--- src/rtl/clock_pkg.sv ---
// Shared definitions for the HH-MM-SS clock: mode encoding, field limits and
// blink-mask digit positions.
package clock_pkg;

    typedef enum logic [1:0] {
        MODE_RUN      = 2'd0,
        MODE_SET_HOUR = 2'd1,
        MODE_SET_MIN  = 2'd2,
        MODE_SET_SEC  = 2'd3
    } mode_t;

    localparam int HOUR_MAX = 23;
    localparam int MIN_MAX  = 59;

    localparam int DIG_SEC_L  = 0;
    localparam int DIG_SEC_H  = 1;
    localparam int DIG_MIN_L  = 3;
    localparam int DIG_MIN_H  = 4;
    localparam int DIG_HOUR_L = 6;
    localparam int DIG_HOUR_H = 7;

    // Digits belonging to the field being set; separators are never blanked.
    function automatic logic [7:0] field_mask(input mode_t mode);
        logic [7:0] m;
        m = 8'h00;
        case (mode)
            MODE_SET_HOUR: begin m[DIG_HOUR_H] = 1'b1; m[DIG_HOUR_L] = 1'b1; end
            MODE_SET_MIN:  begin m[DIG_MIN_H]  = 1'b1; m[DIG_MIN_L]  = 1'b1; end
            MODE_SET_SEC:  begin m[DIG_SEC_H]  = 1'b1; m[DIG_SEC_L]  = 1'b1; end
            default:       m = 8'h00;
        endcase
        return m;
    endfunction

endpackage

--- src/rtl/bcd2_mod_counter.sv ---
// Two-digit BCD up/down counter modulo MAX+1; carry flags an increment
// wrapping MAX -> 0 so it can feed the next field in the same edge.
module bcd2_mod_counter #(
    parameter int MAX = 59
) (
    input  logic       i_clk,
    input  logic       clear,
    input  logic       inc,
    input  logic       dec,
    output logic [3:0] o_hi,
    output logic [3:0] o_lo,
    output logic       carry
);

    localparam logic [3:0] MAX_HI = 4'(MAX / 10);
    localparam logic [3:0] MAX_LO = 4'(MAX % 10);

    logic at_max;
    logic at_zero;

    assign at_max  = (o_hi == MAX_HI) && (o_lo == MAX_LO);
    assign at_zero = (o_hi == 4'd0) && (o_lo == 4'd0);
    assign carry   = inc && !dec && at_max;

    always_ff @(posedge i_clk) begin
        if (clear) begin
            o_hi <= 4'd0;
            o_lo <= 4'd0;
        end else if (inc && !dec) begin
            if (at_max) begin
                o_hi <= 4'd0;
                o_lo <= 4'd0;
            end else if (o_lo == 4'd9) begin
                o_hi <= o_hi + 4'd1;
                o_lo <= 4'd0;
            end else begin
                o_lo <= o_lo + 4'd1;
            end
        end else if (dec && !inc) begin
            if (at_zero) begin
                o_hi <= MAX_HI;
                o_lo <= MAX_LO;
            end else if (o_lo == 4'd0) begin
                o_hi <= o_hi - 4'd1;
                o_lo <= 4'd9;
            end else begin
                o_lo <= o_lo - 4'd1;
            end
        end
    end

endmodule

--- src/rtl/clock_time_ctrl.sv ---
// Timekeeping and time-setting controller: 1 Hz prescaler, BCD HH:MM:SS
// carry chain, RUN/SET mode FSM and blink mask for the field being set.
module clock_time_ctrl
    import clock_pkg::*;
#(
    parameter int SEC_DIV    = 50000000,
    parameter int BLINK_HALF = 12500000
) (
    input  logic       i_clk,
    input  logic       r_rst,
    input  logic       i_key_mode,
    input  logic       i_key_inc,
    input  logic       i_key_dec,
    output logic [3:0] o_hour_h,
    output logic [3:0] o_hour_l,
    output logic [3:0] o_minut_h,
    output logic [3:0] o_minut_l,
    output logic [3:0] o_second_h,
    output logic [3:0] o_second_l,
    output logic [7:0] o_blink_mask,
    output logic [1:0] o_mode,
    output logic       o_sec_tick
);

    localparam int PW = $clog2(SEC_DIV);
    localparam int BW = $clog2(BLINK_HALF + 1);
    localparam logic [PW-1:0] PRESC_LAST = PW'(SEC_DIV - 1);
    localparam logic [BW-1:0] BLINK_LAST = BW'(BLINK_HALF - 1);

    mode_t          mode_q, mode_nxt;
    logic [PW-1:0]  presc_q;
    logic [BW-1:0]  blink_cnt_q;
    logic           blink_phase_q;
    logic           run, adj_ok, adj_inc, adj_dec, presc_wrap;
    logic           sec_inc, sec_dec, min_inc, min_dec, hour_inc, hour_dec;
    logic           sec_carry, min_carry, hour_carry_unused;

    always_ff @(posedge i_clk) begin
        if (r_rst) mode_q <= MODE_RUN;
        else       mode_q <= mode_nxt;
    end

    always_comb begin
        mode_nxt = mode_q;
        if (i_key_mode) begin
            case (mode_q)
                MODE_RUN:      mode_nxt = MODE_SET_HOUR;
                MODE_SET_HOUR: mode_nxt = MODE_SET_MIN;
                MODE_SET_MIN:  mode_nxt = MODE_SET_SEC;
                default:       mode_nxt = MODE_RUN;
            endcase
        end
    end

    // A mode pulse or an inc+dec collision suppresses any adjustment.
    assign run        = (mode_q == MODE_RUN);
    assign adj_ok     = !run && !i_key_mode && (i_key_inc ^ i_key_dec);
    assign adj_inc    = adj_ok && i_key_inc;
    assign adj_dec    = adj_ok && i_key_dec;
    assign presc_wrap = run && (presc_q == PRESC_LAST);

    assign sec_inc  = presc_wrap || ((mode_q == MODE_SET_SEC) && adj_inc);
    assign sec_dec  = (mode_q == MODE_SET_SEC) && adj_dec;
    assign min_inc  = (run && sec_carry) || ((mode_q == MODE_SET_MIN) && adj_inc);
    assign min_dec  = (mode_q == MODE_SET_MIN) && adj_dec;
    assign hour_inc = (run && min_carry) || ((mode_q == MODE_SET_HOUR) && adj_inc);
    assign hour_dec = (mode_q == MODE_SET_HOUR) && adj_dec;

    always_ff @(posedge i_clk) begin
        if (r_rst) begin
            presc_q    <= '0;
            o_sec_tick <= 1'b0;
        end else begin
            o_sec_tick <= presc_wrap;
            if (!run || presc_wrap) presc_q <= '0;
            else                    presc_q <= presc_q + 1'b1;
        end
    end

    // Restarting on every mode change or accepted edit keeps the field visible while adjusted.
    always_ff @(posedge i_clk) begin
        if (r_rst || run || i_key_mode || adj_ok) begin
            blink_cnt_q   <= '0;
            blink_phase_q <= 1'b0;
        end else if (blink_cnt_q == BLINK_LAST) begin
            blink_cnt_q   <= '0;
            blink_phase_q <= !blink_phase_q;
        end else begin
            blink_cnt_q   <= blink_cnt_q + 1'b1;
        end
    end

    assign o_mode       = mode_q;
    assign o_blink_mask = blink_phase_q ? field_mask(mode_q) : 8'h00;

    bcd2_mod_counter #(.MAX(MIN_MAX)) u_sec (
        .i_clk (i_clk),
        .clear (r_rst),
        .inc   (sec_inc),
        .dec   (sec_dec),
        .o_hi  (o_second_h),
        .o_lo  (o_second_l),
        .carry (sec_carry)
    );

    bcd2_mod_counter #(.MAX(MIN_MAX)) u_min (
        .i_clk (i_clk),
        .clear (r_rst),
        .inc   (min_inc),
        .dec   (min_dec),
        .o_hi  (o_minut_h),
        .o_lo  (o_minut_l),
        .carry (min_carry)
    );

    bcd2_mod_counter #(.MAX(HOUR_MAX)) u_hour (
        .i_clk (i_clk),
        .clear (r_rst),
        .inc   (hour_inc),
        .dec   (hour_dec),
        .o_hi  (o_hour_h),
        .o_lo  (o_hour_l),
        .carry (hour_carry_unused)
    );

endmodule

--- config.mk ---
export PLATFORM = sky130hd
export DESIGN_NAME = clock_time_ctrl
export DESIGN_NICKNAME = d
export VERILOG_FILES = /design/src/rtl/clock_pkg.sv /design/src/rtl/bcd2_mod_counter.sv /design/src/rtl/clock_time_ctrl.sv
export SDC_FILE = /design/constraint.sdc
export NUM_CORES = 1
export LEC_CHECK = 0
export ABC_CLOCK_PERIOD_IN_PS = 8300
export BUFFER_PORTS_ARGS = -buffer_cell sky130_fd_sc_hd__clkbuf_2
export CORE_MARGIN = 3
export CORE_UTILIZATION = 45
export CTS_CLUSTER_DIAMETER = 60
export DETAILED_ROUTE_END_ITERATION = 6
export GPL_ROUTABILITY_DRIVEN = 1
export PLACE_DENSITY = 0.67
export SLEW_MARGIN = 10
export SYNTH_ARGS = -nofsm -noshare
export SYNTH_HDL_FRONTEND = slang
export SYNTH_SLANG_ARGS = --single-unit
export TNS_END_PERCENT = 5
--- constraint.sdc ---
create_clock -name i_clk -period 8.3 [get_ports i_clk]
set_clock_uncertainty 0.05 [all_clocks]
set_input_delay 0.415 -clock i_clk [delete_from_list [all_inputs] [get_ports i_clk]]
set_output_delay 0.415 -clock i_clk [all_outputs]
set_load 0.005 [all_outputs]
After elaboration in Yosys (flattened, before gate mapping)
Index checks and enable logic that the tools add are counted.

storage, ports and cells
  bits in registers = 78
  bits of input ports = 5
  output and inout port bits = 35

operators by class
  add/subtract/negate cells = 14
  equality and inequality tests = 15
  mux-type cells = 41
  bitwise operators = 1
  reductions and logical operators = 61

operators with widths
  kind                                                                      number
  4-bit 2-to-1 mux                                                          36
  1-bit logical AND                                                         27
  26-bit by 1-bit adder with 26-bit output (second input constant)          1
  26-bit == test (second input constant)                                    1
  24-bit by 1-bit adder with 24-bit output (second input constant)          1
  4-bit by 1-bit adder with 4-bit output (second input constant)            6
  24-bit == test (second input constant)                                    1
  4-bit zero test                                                           6
  4-bit by 1-bit subtractor with 4-bit output (second input constant)       6
  4-bit == test (second input constant)                                     3
  1-bit zero test                                                           9
  3-bit by 2-bit inequality test with 1-bit output (second input constant)  3
  3-bit AND reduction                                                       3
  3-bit nonzero test                                                        3
  4-bit by 2-bit == test with 1-bit output (second input constant)          2
  4-bit by 3-bit == test with 1-bit output (second input constant)          2
  8-bit 2-to-1 mux                                                          1
  1-bit logical OR                                                          7
  2-bit 2-to-1 mux                                                          3
  2-bit one-hot mux with 3 select lines                                     1
  2-bit nonzero test                                                        3
  2-bit == test (second input constant)                                     2
  2-bit OR reduction                                                        2
  2-bit by 1-bit == test with 1-bit output (second input constant)          1
  other kinds (2)                                                           2

Longest topological paths before layout
  word-level depth = 19
  mapped depth = 23

Cells and area by module
From an unflattened synthesis, not the netlist that was laid out.

unflattened totals
  cells, all modules = 588
  area, all modules = 4884.7 µm²

modules (own cells, without submodules)
  module                        times used  cells an instance  area each (µm²)
  clock_time_ctrl               1           321                2712.6
  bcd2_mod_counter (u_min ...)  2           87                 706.9
  bcd2_mod_counter (u_hour)     1           93                 758.2

Worst setup path before layout
Ideal clock, no wire load.

  kind = reg-to-reg
  start point = register presc_q[0]
  end point = register u_hour.o_hi[3]
  library setup time = 0.132 ns
  arrival = 4.318 ns
  data required time = 8.118 ns
  slack = 3.799 ns
  stages on the path, launching flop included = 23
  path buffers = 6
  period minus slack after synthesis = 4.501 ns
  path through = dfxtp_1 > ha_1 > and3_1 > nand4_1 > nor4_1 > nand2_1 > o21ai_0 > ha_1 > clkbuf_1 > clkbuf_1 > nand3_1 > o21ai_0 > ha_1 > buf_2 > clkbuf_1 > nand3_1 > o21ai_0 > ha_1 > clkbuf_1 > clkbuf_1 > a21oi_1 > o41ai_1 > a21oi_1

between the ends
  word-level cells in the longest chain between the ends = 15
  elaborated cells between the ends (all ways) = 19

RTL lines
  element                               RTL line                source
  start: declaration                    clock_time_ctrl.sv:31   logic [PW-1:0] presc_q;
  start signal: assignment              clock_time_ctrl.sv:76   else presc_q <= presc_q + 1'b1;
  26-bit == test *                      clock_time_ctrl.sv:60   assign presc_wrap = run && (presc_q == PRESC_LAST);
  1-bit logical AND *                   clock_time_ctrl.sv:60
  1-bit logical OR *                    clock_time_ctrl.sv:62   assign sec_inc = presc_wrap || ((mode_q == MODE_SET_SEC) && adj_inc);
  1-bit logical AND * (2 in series)     bcd2_mod_counter.sv:23  assign carry = inc && !dec && at_max;
  1-bit logical AND *                   clock_time_ctrl.sv:64   assign min_inc = (run && sec_carry) || ((mode_q == MODE_SET_MIN) && adj_inc);
  1-bit logical OR *                    clock_time_ctrl.sv:64
  1-bit logical AND * (2 in series)     bcd2_mod_counter.sv:23
  1-bit logical AND *                   clock_time_ctrl.sv:66   assign hour_inc = (run && min_carry) || ((mode_q == MODE_SET_HOUR) && adj_inc);
  1-bit logical OR *                    clock_time_ctrl.sv:66
  1-bit zero test                       bcd2_mod_counter.sv:39  end else if (dec && !inc) begin
  1-bit logical AND                     bcd2_mod_counter.sv:39
  2-bit nonzero test (no source line)   n/a
  3-bit AND reduction (no source line)  n/a
  end signal: assignment                bcd2_mod_counter.sv:34  o_hi <= o_hi + 4'd1;
  end signal: assignment                bcd2_mod_counter.sv:44  o_hi <= o_hi - 4'd1;
  end: declaration                      bcd2_mod_counter.sv:10  output logic [3:0] o_hi,

Mark *: on every way between the ends. The rest lies on a longest branch, timed or not.
A chain may end at the register's enable or synchronous reset.

Worst setup path in the final report
  start point = register presc_q[0]
  end point = register u_hour.o_hi[2]

The elaborated chain is that of the path after synthesis.

==> impl_metrics.ini <==
[floorplanning]
core_um2 = 9820
num_rows = 36
ioPinCount = 40
die_area_um2 = 11400
initial_utilization_pct = 46.4
die_width_um = 107
die_height_um = 107

[clock_tree]
cts_post_setup_buffers_inserted = 0
holdBufCountCts = 0
numCtsBuffers = 9
cts-root-buf = clkbuf_8
clk_pin_slew_worst_paths_ps = 80
ctsResizeCount = 0
cts_max_level = 3
clockBufferDepth = 2
clk_latency_ps = 360
cts_tree = yes
clock-sinks = 78

[flow_run]
max_cap_viol_count = 0

[power]
p_leak_nw = 1.83
power_density_nw_per_um2 = 159
vdd_drop_max_mv = 0.105

[placed_design]
dp_hpwl_um = 6610
gp_congestion = 0.907
pre_cts_ws_ps = 3320
portBuffers = 37

[global_route]
grt.overflow.total = 0
grt_pass1_wl_um = 16500
grt_pass1_vias = 3637
grt_max_degree = 30
grt_usage_pct = 17.6
antenna_found_initial = 0

[worst_setup_path]
cp_data_required_time_ps = 8500
reg2regPathDepth = 17
path_class = reg -> reg
cp.arrival_ps = 5220
cp_max_fo = 24
cp-end-kind = register
worstSetupStartpointType = register

[yosys]
netlist_area_um2 = 4550
yosys_warnings = 0
yosysMostFrequentCell = nor2_1
postSynthCellCount = 552
synth_edf_count = 0
postSynthAreaPerCell_um2 = 8.25
synthTopCellsByCount = nor2_1 (90), dfxtp_1 (78), nand3_1 (33)
synth_area_leader_cell = dfxtp_1
yosysSeqAreaShare_pct = 34.3
synth.distinct_cells = 62
ys.flop_type = dfxtp_1
synth_top_area_share_pct = 34.3
synthArstFlopShare_pct = 0
synth_seq_cells = 78
ys_top_cells_by_area = dfxtp_1 (34%), ha_1 (7.4%), nor2_1 (7.4%)

[sta]
slew_violations = 0
relSlewSlack_pct = 41.0
worst_pin_slew_ps = 883
tns_ps = 0
setup_viol = 0
fmax_ghz = 0.199
finalHoldViolCount = 0
min_period_over_period_pct = 60.4
rsz0062_at_grt = no
period_minus_slack_ps = 5020
setup_slack_ps = 3280

[final_layout]
antenna_cells = 0
syn2layout_area_growth_pct = 10.0
nNetsFinal = 604
layout-drive-gt1-share_pct = 11.6
final_core_util_pct = 51.0

[routing]
antenna_left = 0
vias_per_cell = 5.49
route.detailed.drc = 0
wl_um = 9450
vias = 3897
drt_pre_antenna_iters = 5
wl_per_cell_um = 13.3
first_iter_violations = 183

[run_status]
outcome = finished, final reports clean

[worst_hold_path]
hold_path_class = in -> reg
holdPathStages = 2
[metrics by stage]
stage	std cells	area [µm²]	hold WS [ps]	total power, mW
final	710	5010	284	0.798
after global routing	710	5010	275	0.831
after CTS	710	5010	265	0.810
after detailed placement	694	4740	394	0.427
after global placement	694	4740	390	0.426
after floorplan	553	4560	376	0.420
[cells by family after synthesis]
| logic type | Yosys count | share of synthesized area (%) |
|---|---|---|
| AO/OA/AOI/OAI | 88 | 13.0 |
| other | 1 | 0.0823 |
| flip-flops | 78 | 34.3 |
| AND/OR/NAND/NOR | 254 | 29.5 |
| adder cells (fa/ha/maj) | 27 | 7.42 |
| multiplexers | 4 | 0.934 |
| buffers and inverters | 52 | 5.60 |
| XOR/XNOR | 48 | 9.23 |
[area by class of cell]
| class | count | area, µm² |
|---|---|---|
| Inverter | 23 | 86.3 |
| Clock inverter | 7 | 145 |
| Timing Repair Buffer | 37 | 185 |
| Multi-Input combinational cell | 423 | 2740 |
| Tap cell | 133 | 166 |
| Fill cell | 989 | 4810 |
| Sequential cell | 78 | 1560 |
| Clock buffer | 9 | 124 |
[worst max-delay path, stage by stage (launching register included)]
cell and delay, ps:
dfxtp_1 380, ha_1 220, and3_1 220, nand4_1 160, nor4_1 430, nand2_1 90, o21ai_0 100, ha_1 670
nand3_1 140, o21ai_0 120, ha_1 530, nand3_1 130, o21ai_0 100, ha_1 590, nor2_1 130, a211oi_2 410
a21oi_1 120, a311oi_1 300
[where the power goes]
part / switching, mW / leakage [nW] / total, mW / internal (mW)
registers: 0.00444 / 0.629 / 0.382 / 0.377
clock network: 0.148 / 0.130 / 0.380 / 0.232
logic: 0.0238 / 1.07 / 0.0366 / 0.0129
[state kept, by name (all words and copies together), names as in the netlist]
register	cells
u_sec.o_lo	4
u_min.o_hi	4
u_sec.o_hi	4
blink_phase_q	1
o_sec_tick	1
u_hour.o_hi	4
u_min.o_lo	4
u_hour.o_lo	4
presc_q	26
o_mode	2
blink_cnt_q	24
[cell usage in the layout (no fill, tap or decap), types with 5 or more instances in the layout]
| master | instances |
|---|---|
| xnor2_1 | 17 |
| ha_1 | 27 |
| xor2_1 | 31 |
| o21ai_0 | 19 |
| inv_1 | 23 |
| nand2_1 | 32 |
| clkbuf_8 | 9 |
| nor4_1 | 6 |
| and4_1 | 8 |
| and3_1 | 9 |
| nor3b_1 | 7 |
| clkbuf_2 | 37 |
| or3_1 | 5 |
| nor2b_1 | 7 |
| dfxtp_1 | 78 |
| nand4_1 | 16 |
| a21oi_1 | 24 |
| nor3_1 | 11 |
| nor2_1 | 90 |
| nand3_1 | 33 |
| a211oi_1 | 13 |
[final timing paths]
check | from | end | slack, ps
worst min-delay path | i_key_mode | o_mode[0] | 280
worst max register to register | presc_q[0] | u_hour.o_hi[2] | 3280
worst max-delay path | presc_q[0] | u_hour.o_hi[2] | 3280
worst min register to register | blink_cnt_q[0] | blink_cnt_q[0] | 410
[metal layers]
metal	global-route usage, %	part of all wire, %	up-vias
met1	22.2	48	1847
li1	-	-	1982
met5	0	0	-
met4	5.66	0.87	0
met2	28.3	47	62
met3	5.84	4.1	6
No activity file was read; power rests on OpenSTA's default activity.
